## config.mk

```make
export PLATFORM = sky130hd
export DESIGN_NAME = jtag_tap_responder
export DESIGN_NICKNAME = d
export VERILOG_FILES = /design/src/rtl/jtag_tap_responder.sv
export SDC_FILE = /design/constraint.sdc
export NUM_CORES = 1
export LEC_CHECK = 0
export CORE_ASPECT_RATIO = 0.8
export CORE_MARGIN = 2
export CORE_UTILIZATION = 25
export DETAILED_ROUTE_END_ITERATION = 8
export DONT_BUFFER_PORTS = 1
export PLACE_DENSITY = 0.35
export SYNTH_ARGS = -nofsm -noshare
export SYNTH_HDL_FRONTEND = slang
export SYNTH_SLANG_ARGS = --single-unit
```

## constraint.sdc

```tcl
create_clock -name clock -period 3.6 [get_ports clock]
set_input_delay 0.18 -clock clock [delete_from_list [all_inputs] [get_ports clock]]
set_output_delay 0.18 -clock clock [all_outputs]
set_load 0.05 [all_outputs]
```

## src/rtl/jtag_tap_responder.sv

```systemverilog
// JTAG TAP responder for simulation benches.
// The master's TCK/TMS/TDI/TRSTn pins are oversampled on the system clock, and
// the IEEE 1149.1 TAP state machine runs on the detected TCK edges. The target
// provides IDCODE, BYPASS and a 32-bit USER scratch register, and drives TDO
// back to the master.
module jtag_tap_responder #(
  parameter int                  IR_WIDTH    = 5,
  parameter logic [31:0]         IDCODE_VAL  = 32'h1234_5679,
  parameter logic [IR_WIDTH-1:0] INSN_IDCODE = 5'h01,
  parameter logic [IR_WIDTH-1:0] INSN_USER   = 5'h10,
  parameter logic [IR_WIDTH-1:0] INSN_BYPASS = 5'h1F
) (
  input  logic                clock,
  input  logic                reset,
  input  logic                jtag_TCK,
  input  logic                jtag_TMS,
  input  logic                jtag_TDI,
  input  logic                jtag_TRSTn,
  output logic                jtag_TDO_data,
  output logic                jtag_TDO_driven,
  output logic [3:0]          tap_state,
  output logic [IR_WIDTH-1:0] ir_value,
  output logic [31:0]         user_reg,
  output logic                user_update
);

  typedef enum logic [3:0] {
    TLR      = 4'd0,
    RTI      = 4'd1,
    SEL_DR   = 4'd2,
    CAP_DR   = 4'd3,
    SH_DR    = 4'd4,
    EX1_DR   = 4'd5,
    PAUSE_DR = 4'd6,
    EX2_DR   = 4'd7,
    UPD_DR   = 4'd8,
    SEL_IR   = 4'd9,
    CAP_IR   = 4'd10,
    SH_IR    = 4'd11,
    EX1_IR   = 4'd12,
    PAUSE_IR = 4'd13,
    EX2_IR   = 4'd14,
    UPD_IR   = 4'd15
  } tap_state_e;

  // The data register chosen at Capture-DR; it fixes the shift length
  // until the next capture.
  typedef enum logic [1:0] {
    DR_BYPASS = 2'd0,
    DR_IDCODE = 2'd1,
    DR_USER   = 2'd2
  } dr_sel_e;

  tap_state_e          state;
  tap_state_e          state_next;
  dr_sel_e             dr_sel;
  logic [IR_WIDTH-1:0] ir_shift;
  logic [31:0]         dr_shift;

  logic tck_s1, tck_s2, tck_prev;
  logic tms_s1, tms_s2;
  logic tdi_s1, tdi_s2;
  logic trst_s1, trst_s2;
  logic tck_rise, tck_fall;
  logic in_ir_path;

  assign tap_state = state;
  assign tck_rise  = tck_s2 & ~tck_prev;
  assign tck_fall  = ~tck_s2 & tck_prev;

  // Two-flop synchronizers for the master pins, plus the previous synced TCK.
  always_ff @(posedge clock or posedge reset) begin
    if (reset) begin
      tck_s1   <= 1'b0;
      tck_s2   <= 1'b0;
      tck_prev <= 1'b0;
      tms_s1   <= 1'b0;
      tms_s2   <= 1'b0;
      tdi_s1   <= 1'b0;
      tdi_s2   <= 1'b0;
      trst_s1  <= 1'b1;
      trst_s2  <= 1'b1;
    end else begin
      // NOTE: non-blocking assignments make every flop here read the value
      // from before this edge, which is what gives a true two-stage chain.
      tck_s1   <= jtag_TCK;
      tck_s2   <= tck_s1;
      tck_prev <= tck_s2;
      tms_s1   <= jtag_TMS;
      tms_s2   <= tms_s1;
      tdi_s1   <= jtag_TDI;
      tdi_s2   <= tdi_s1;
      trst_s1  <= jtag_TRSTn;
      trst_s2  <= trst_s1;
    end
  end

  // Standard 1149.1 next-state function, driven by the synced TMS.
  always_comb begin
    // NOTE: a default assignment on entry keeps this block free of latches
    // even if a case arm is added later without an assignment.
    state_next = state;
    unique case (state)
      TLR:      state_next = tms_s2 ? TLR      : RTI;
      RTI:      state_next = tms_s2 ? SEL_DR   : RTI;
      SEL_DR:   state_next = tms_s2 ? SEL_IR   : CAP_DR;
      CAP_DR:   state_next = tms_s2 ? EX1_DR   : SH_DR;
      SH_DR:    state_next = tms_s2 ? EX1_DR   : SH_DR;
      EX1_DR:   state_next = tms_s2 ? UPD_DR   : PAUSE_DR;
      PAUSE_DR: state_next = tms_s2 ? EX2_DR   : PAUSE_DR;
      EX2_DR:   state_next = tms_s2 ? UPD_DR   : SH_DR;
      UPD_DR:   state_next = tms_s2 ? SEL_DR   : RTI;
      SEL_IR:   state_next = tms_s2 ? TLR      : CAP_IR;
      CAP_IR:   state_next = tms_s2 ? EX1_IR   : SH_IR;
      SH_IR:    state_next = tms_s2 ? EX1_IR   : SH_IR;
      EX1_IR:   state_next = tms_s2 ? UPD_IR   : PAUSE_IR;
      PAUSE_IR: state_next = tms_s2 ? EX2_IR   : PAUSE_IR;
      EX2_IR:   state_next = tms_s2 ? UPD_IR   : SH_IR;
      UPD_IR:   state_next = tms_s2 ? SEL_DR   : RTI;
      default:  state_next = TLR;
    endcase
  end

  // TDO comes from the IR chain while in the IR column, else from the DR chain.
  always_comb begin
    in_ir_path = 1'b0;
    if (state inside {CAP_IR, SH_IR, EX1_IR, PAUSE_IR, EX2_IR, UPD_IR})
      in_ir_path = 1'b1;
  end

  // TAP state machine, shift registers and registered TDO/update outputs.
  always_ff @(posedge clock or posedge reset) begin
    if (reset) begin
      state           <= TLR;
      dr_sel          <= DR_BYPASS;
      ir_value        <= INSN_IDCODE;
      ir_shift        <= '0;
      dr_shift        <= '0;
      user_reg        <= '0;
      user_update     <= 1'b0;
      jtag_TDO_data   <= 1'b0;
      jtag_TDO_driven <= 1'b0;
    end else begin
      user_update <= 1'b0;
      if (!trst_s2) begin
        // Test reset wins over any TCK edge; USER and shift data are kept.
        state           <= TLR;
        ir_value        <= INSN_IDCODE;
        jtag_TDO_driven <= 1'b0;
      end else begin
        if (tck_rise) begin
          state <= state_next;
          unique case (state)
            CAP_IR: ir_shift <= {{(IR_WIDTH-1){1'b0}}, 1'b1};
            SH_IR:  ir_shift <= {tdi_s2, ir_shift[IR_WIDTH-1:1]};
            CAP_DR: begin
              if (ir_value == INSN_IDCODE) begin
                dr_sel   <= DR_IDCODE;
                dr_shift <= IDCODE_VAL;
              end else if (ir_value == INSN_USER) begin
                dr_sel   <= DR_USER;
                dr_shift <= user_reg;
              end else begin
                dr_sel   <= DR_BYPASS;
                dr_shift <= '0;
              end
            end
            SH_DR: begin
              if (dr_sel == DR_BYPASS) dr_shift[0] <= tdi_s2;
              else                     dr_shift    <= {tdi_s2, dr_shift[31:1]};
            end
            default: ;
          endcase
        end
        if (tck_fall) begin
          jtag_TDO_data   <= in_ir_path ? ir_shift[0] : dr_shift[0];
          jtag_TDO_driven <= (state == SH_IR) || (state == SH_DR);
          unique case (state)
            UPD_IR: ir_value <= ir_shift;
            UPD_DR: begin
              if (ir_value == INSN_USER) begin
                user_reg    <= dr_shift;
                user_update <= 1'b1;
              end
            end
            TLR:     ir_value <= INSN_IDCODE;
            default: ;
          endcase
        end
      end
    end
  end

endmodule

```

==> impl_metrics.env, run 1 <==
export IMPL_r2r_setup_slack_ns=1.06
export IMPL_num_vias=2866
export IMPL_clockBufferDepth=2
export IMPL_clock_power_share_pct=45.2
export IMPL_fin_setup_tns_ns=0
export IMPL_synth_top_area_share_pct=52.1
export IMPL_hpwl_um=6940
export IMPL_hold_viol=0
export IMPL_cts_clk_slew_worst_paths_ns=0.06
export IMPL_hold_slack_ns=0.348
export IMPL_ys_top_cells_by_area="dfrtp_1 (52%), mux2_4 (11%), mux2_2 (5.5%)"
export IMPL_grt_setup_unrepaired="false"
export IMPL_netSwitchingPower_uw=511
export IMPL_clock_latency_ns=0.34
export IMPL_swShare_pct=23.2
export IMPL_setup_ws_ns=1.06
export IMPL_relSlewSlack_pct=38.4
export IMPL_numCtsBuffers=9
export IMPL_cts_tree="yes"
export IMPL_period_share_pct=70.5
export IMPL_grt_pass1_wl_um=17500
export IMPL_io_buffer_count=0
export IMPL_timing_rr_start="ir_value[3]$_DFFE_PP0P_"
export IMPL_die_x_um=150
export IMPL_cts_setup_buffers=0
export IMPL_cpPeakStageDelay_ns=0.57
export IMPL_synth_main_ff_cell="dfrtp_1"
export IMPL_drc_errors=0
export IMPL_synth_common_cells="dfrtp_1 (89), o21ai_0 (45), nand2_1 (40)"
export IMPL_drt_wl_total_um=10900
export IMPL_die_y_um=121
export IMPL_start_util_pct=25.7
export IMPL_gp_congestion=0.709
export IMPL_syn_to_final_growth_pct=14.4
export IMPL_worst_slew_pin_slew_ns=0.924
export IMPL_fp_row_count=42
export IMPL_critical_path_required_ns=3.83
export IMPL_grt_overflow=0
export IMPL_clock_skew_ns=0.00863
export IMPL_maxCapViolations=0
export IMPL_leakage_nw=2.29
export IMPL_dp_slack_ns=1.02
export IMPL_yosys_register_bits=92
export IMPL_combPwrFrac_pct=5.0
export IMPL_syn_area_mm2=0.00428
export IMPL_firstDrtPassIters=4
export IMPL_rr_worst_depth=5
export IMPL_startpoint="ir_value[3]$_DFFE_PP0P_"
export IMPL_synth_nets=382
export IMPL_drive_gt1_share_pct=23.6
export IMPL_vias_per_cell=4.74
export IMPL_nets=387
export IMPL_crit_chain="or3_4 > nor3b_4 > nand4_4 > buf_4 > mux2_4"
export IMPL_critical_path_depth=5
export IMPL_outcome="finished, final reports clean"
export IMPL_crit_type="register to register"
export IMPL_r2r_end="user_reg[29]$_DFFE_PP0P_"
export IMPL_synth_cell_type_count=50
export IMPL_fillCellCount=1688
export IMPL_synth_avg_cell_area_um2=11.4
export IMPL_first_iter_violations=141
export IMPL_synth_warnings=0
export IMPL_p_seq_share_pct=49.8
export IMPL_yosysMostFrequentCell="dfrtp_1"
export IMPL_endpoint="user_reg[29]$_DFFE_PP0P_"
export IMPL_end_kind="register"
export IMPL_synth_edff_count=0
export IMPL_coreArea_mm2=0.0167
export IMPL_placed_area_mm2=0.00454
export IMPL_clock_fmax_mhz=394
export IMPL_ant_nets=0
export IMPL_grt_max_degree=71
export IMPL_crit_slowest_cell="dfrtp_1"
export IMPL_cts_max_level=3
export IMPL_cp_num_buf_inv=1
export IMPL_ioPinCount=50
export IMPL_clock_sinks=92
export IMPL_worstPathMaxFanout=22
export IMPL_design_area_mm2=0.00489
export IMPL_postLayoutCoreUtil_pct=29.4
export IMPL_arrival_ns=2.77
export IMPL_p_int_mw=1.70
export IMPL_start_kind="register"
export IMPL_powerDensity_mw_per_mm2=451
export IMPL_vdd_ir_drop_max_v=0.000203
export IMPL_slew_violations=0
export IMPL_cts_root_buffer="clkbuf_16"
export IMPL_grt_use_total_pct=12.8
export IMPL_synth_seq_area_share_pct=53.9
export IMPL_period_needed_ns=2.54
export IMPL_critical_path_top_delay_family="simple AND/OR/NAND/NOR gates"
export IMPL_synthArstFlopShare_pct=100
export IMPL_yosys_area_top_type="dfrtp_1"
export IMPL_finalSetupViolCount=0
export IMPL_post_drt_wl_per_cell_um=18.0
export IMPL_die_area_mm2=0.0182
export IMPL_netlist_instances=376
export IMPL_grt_pass1_vias=2877
export IMPL_hp_class="register to register"
export IMPL_antenna_found_initial=0
export IMPL_diodes=0
## final cells by class
cell class	count	area [um^2]	area share [%]
Clock buffer	14	274	5.60
Clock inverter	1	30.0	0.614
Inverter	13	51.3	1.05
Multi-Input combinational cell	244	1790	36.5
Sequential cell	92	2310	47.1
Tap cell	220	275	5.63
Timing Repair Buffer	21	170	3.48
## how the worst min path moves through the flow
stage	from	to	slack, ns	depth (start not counted)
3_5_place_dp	jtag_TRSTn	trst_s1$_DFF_PP1_	0.18	0
4_1_cts	tck_s1$_DFF_PP0_	tck_s2$_DFF_PP0_	0.35	0
3_3_place_gp	jtag_TRSTn	trst_s1$_DFF_PP1_	0.18	0
5_1_grt	tck_s1$_DFF_PP0_	tck_s2$_DFF_PP0_	0.35	0
2_1_floorplan	jtag_TRSTn	trst_s1$_DFF_PP1_	0.18	0
6_report	tck_s1$_DFF_PP0_	tck_s2$_DFF_PP0_	0.35	0
## power by group through the flow
stage | clock network [mW] | logic, mW | registers [mW]
after detailed placement | 0 | 0.109 | 1.12
after floorplan | 0 | 0.0752 | 1.11
final | 0.998 | 0.111 | 1.10
after global placement | 0 | 0.109 | 1.12
after CTS | 1.03 | 0.114 | 1.10
after global routing | 1.08 | 0.127 | 1.10
## metal layers
layer / global-route usage [%] / up-vias / wire length (um) / share of wire, %
li1: - / 1344 / - / -
met1: 18.1 / 1456 / 5340 / 49
met2: 17.6 / 59 / 4670 / 43
met3: 5.60 / 7 / 771 / 7.1
met4: 3.36 / 0 / 99 / 0.91
met5: 0 / - / 0 / 0
## placed cells by master (no fill, tap or decap), drive strengths merged, types with 3 or more instances in the layout
cell          n
dfstp         3
mux2         52
clkbuf       14
dlygate4sd3   5
o21ai        45
nor2b         3
a22o          4
dfrtp        89
nor2         20
nand2        40
inv          13
buf          16
a21oi        19
nand3         7
nor3          5
o31ai        15
## worst reg2reg max path, delay by kind of cell (launching register included)
family        cells  cell delay, ns
simple gates      3            1.09
flops             1            0.57
buf+inv           1            0.40
mux               1            0.37
## per-stage QoR
step           std cells  power, mW
3_3_place_gp         585       1.23
2_1_floorplan        376       1.19
5_1_grt              605       2.31
4_1_cts              605       2.25
6_report             605       2.21
3_5_place_dp         585       1.23
## cells by family (layout without fill, tap and decap cells)
group           count (synthesis)  in the layout  synth area share [%]
simple gates                   92             92                  11.1
flops                          92             92                  53.9
compound gates                 98             98                  13.8
xor+xnor                        1              1                 0.205
mux                            53             53                  16.6
buf+inv                        40             49                  4.45
## timing repair
action / CTS / global route
resized for setup: 0 / 0
hold endpoints to repair: 72 / 0
setup endpoints to repair: 0 / 0
hold buffers: 5 / 0
Note: power is estimated with default switching activity, not from simulation.
==> inputs of run 2 (changes only) <==
- clock period: 3.6 -> 2.6 ns (I/O delays scaled with it)
==> run 2 against run 1 <==
Effect of this change:
- clock-buffer cell count decreased by 2
- die area stayed put
- maximum frequency is 18% higher
- final area up 1.1%
- setup slack got worse by 0.60 ns
- wire length rose by 1.9%
- clock skew is 0.0029 ns lower
- sequential power up 38%
- via count is 0.94% lower
- first-iteration DRC count down 7.1%
- critical endpoint is now dr_shift[0]$_DFFE_PP0P_
- largest cell class unchanged
- largest power group unchanged
- highest routed layer unchanged
==> impl_metrics.env, run 2 (same netlist as run 1, synthesis figures left out) <==
export IMPL_numCtsBuffers=9
export IMPL_hpwl_um=6930
export IMPL_fin_cells=614
export IMPL_die_area_mm2=0.0182
export IMPL_cts_clk_slew_worst_paths_ns=0.06
export IMPL_swShare_pct=24.0
export IMPL_vias_per_cell=4.62
export IMPL_placed_area_mm2=0.00461
export IMPL_final_common_cell="dfrtp_1"
export IMPL_clock_power_share_pct=44.0
export IMPL_drive_gt1_share_pct=25.1
export IMPL_end_kind="register"
export IMPL_post_drt_wl_per_cell_um=18.1
export IMPL_design_area_mm2=0.00495
export IMPL_slew_violations=0
export IMPL_ioPinCount=50
export IMPL_grt_pass1_wl_um=18200
export IMPL_io_buffer_count=0
export IMPL_fillCellCount=1700
export IMPL_outcome="finished, final reports clean"
export IMPL_grt_overflow=0
export IMPL_p_int_mw=2.28
export IMPL_cts_tree="yes"
export IMPL_drt_wl_total_um=11100
export IMPL_mostFrequentLayoutCells="dfrtp_1 (89), o21ai_0 (45), nand2_1 (40), mux2_4 (30), buf_4 (23)"
export IMPL_crit_type="register to register"
export IMPL_die_y_um=121
export IMPL_relSlewSlack_pct=57.2
export IMPL_clock_latency_ns=0.35
export IMPL_grt_use_total_pct=13.3
export IMPL_period_share_pct=82.4
export IMPL_worst_slew_pin_slew_ns=0.642
export IMPL_clock_fmax_mhz=467
export IMPL_grt_max_degree=43
export IMPL_cts_root_buffer="clkbuf_16"
export IMPL_nets=395
export IMPL_start_kind="register"
export IMPL_start_util_pct=25.7
export IMPL_ant_nets=0
export IMPL_grt_setup_unrepaired="false"
export IMPL_setup_ws_ns=0.459
export IMPL_maxCapViolations=0
export IMPL_placed_cells=593
export IMPL_cts_max_level=3
export IMPL_grt_pass1_vias=2966
export IMPL_powerDensity_mw_per_mm2=606
export IMPL_arrival_ns=2.39
export IMPL_firstDrtPassIters=4
export IMPL_syn_to_final_growth_pct=15.7
export IMPL_period_needed_ns=2.14
export IMPL_combPwrFrac_pct=5.2
export IMPL_critical_path_required_ns=2.85
export IMPL_clock_skew_ns=0.00571
export IMPL_diodes=0
export IMPL_hold_viol=0
export IMPL_netSwitchingPower_uw=720
export IMPL_clockBufferDepth=2
export IMPL_coreArea_mm2=0.0167
export IMPL_first_iter_violations=131
export IMPL_vdd_ir_drop_max_v=0.000274
export IMPL_postLayoutCoreUtil_pct=29.7
export IMPL_cts_resized=0
export IMPL_gp_congestion=0.753
export IMPL_leakage_nw=2.32
export IMPL_worstPathMaxFanout=20
export IMPL_dp_slack_ns=0.452
export IMPL_fin_setup_tns_ns=0
export IMPL_clock_sinks=92
export IMPL_finalSetupViolCount=0
export IMPL_drc_errors=0
export IMPL_antenna_found_initial=0
export IMPL_hp_class="input port to register"
export IMPL_fp_row_count=42
export IMPL_num_vias=2839
export IMPL_die_x_um=150
export IMPL_p_seq_share_pct=50.8
==> run 2: worst paths after layout <==
path                                           from  depth (start not counted)                 endpoint  slack, ns
min in group asynchronous                     reset                          2  user_reg[3]$_DFFE_PP0P_       0.33
setup / recovery           tap_state[3]$_DFFE_PP0P_                          6  dr_shift[0]$_DFFE_PP0P_       0.46
setup reg to reg           tap_state[3]$_DFFE_PP0P_                          6  dr_shift[0]$_DFFE_PP0P_       0.46
hold / removal                           jtag_TRSTn                          1        trst_s1$_DFF_PP1_       0.32
hold reg to reg                    tdi_s1$_DFF_PP0_                          0         tdi_s2$_DFF_PP0_       0.35
max in group asynchronous                     reset                          3  user_reg[8]$_DFFE_PP0P_       1.60
==> run 2: timing repair <==
item,CTS,global route
setup buffers,0,0
hold buffers,5,0
setup endpoints to repair,0,0
hold endpoints to repair,41,0
==> run 2: worst max-delay path: stages, from the launching register on <==
cell     delay (ns)
dfrtp_1        0.48
or4b_1         0.62
buf_4          0.25
o31ai_2        0.08
buf_4          0.27
a21oi_1        0.06
o31ai_1        0.27
==> run 2: per-layer routing <==
metal  share of wire, %  up-vias  global-route usage [%]
li1                   -     1361                       -
met1                 50     1418                    19.1
met2                 43       54                    18.4
met3                6.5        6                    5.30
met4               0.96        0                    3.18
met5                  0        -                       0
==> run 2: power groups by stage <==
stage          Combinational, mW  Clock [mW]  Sequential, mW
2_1_floorplan              0.104           0            1.54
3_3_place_gp               0.153           0            1.55
3_5_place_dp               0.154           0            1.55
4_1_cts                    0.161        1.38            1.52
5_1_grt                    0.179        1.44            1.53
6_report                   0.156        1.32            1.52
==> run 2: area by class of cell <==
| class | instances | area (um^2) | share of cell area (%) |
|---|---|---|---|
| multi-input cells | 244 | 1790 | 36.1 |
| flip-flops and latches | 92 | 2310 | 46.6 |
| well taps | 220 | 275 | 5.56 |
| clock buffers | 12 | 236 | 4.78 |
| repair buffers | 29 | 243 | 4.91 |
| clock inverters | 4 | 50.0 | 1.01 |
| inverters | 13 | 51.3 | 1.04 |
==> run 2: through the flow <==
step	hold WS (ns)	power, mW
final	0.322	3.00
after global routing	0.316	3.15
after CTS	0.313	3.06
after detailed placement	0.113	1.70
after global placement	0.114	1.70
after floorplan	0.134	1.65
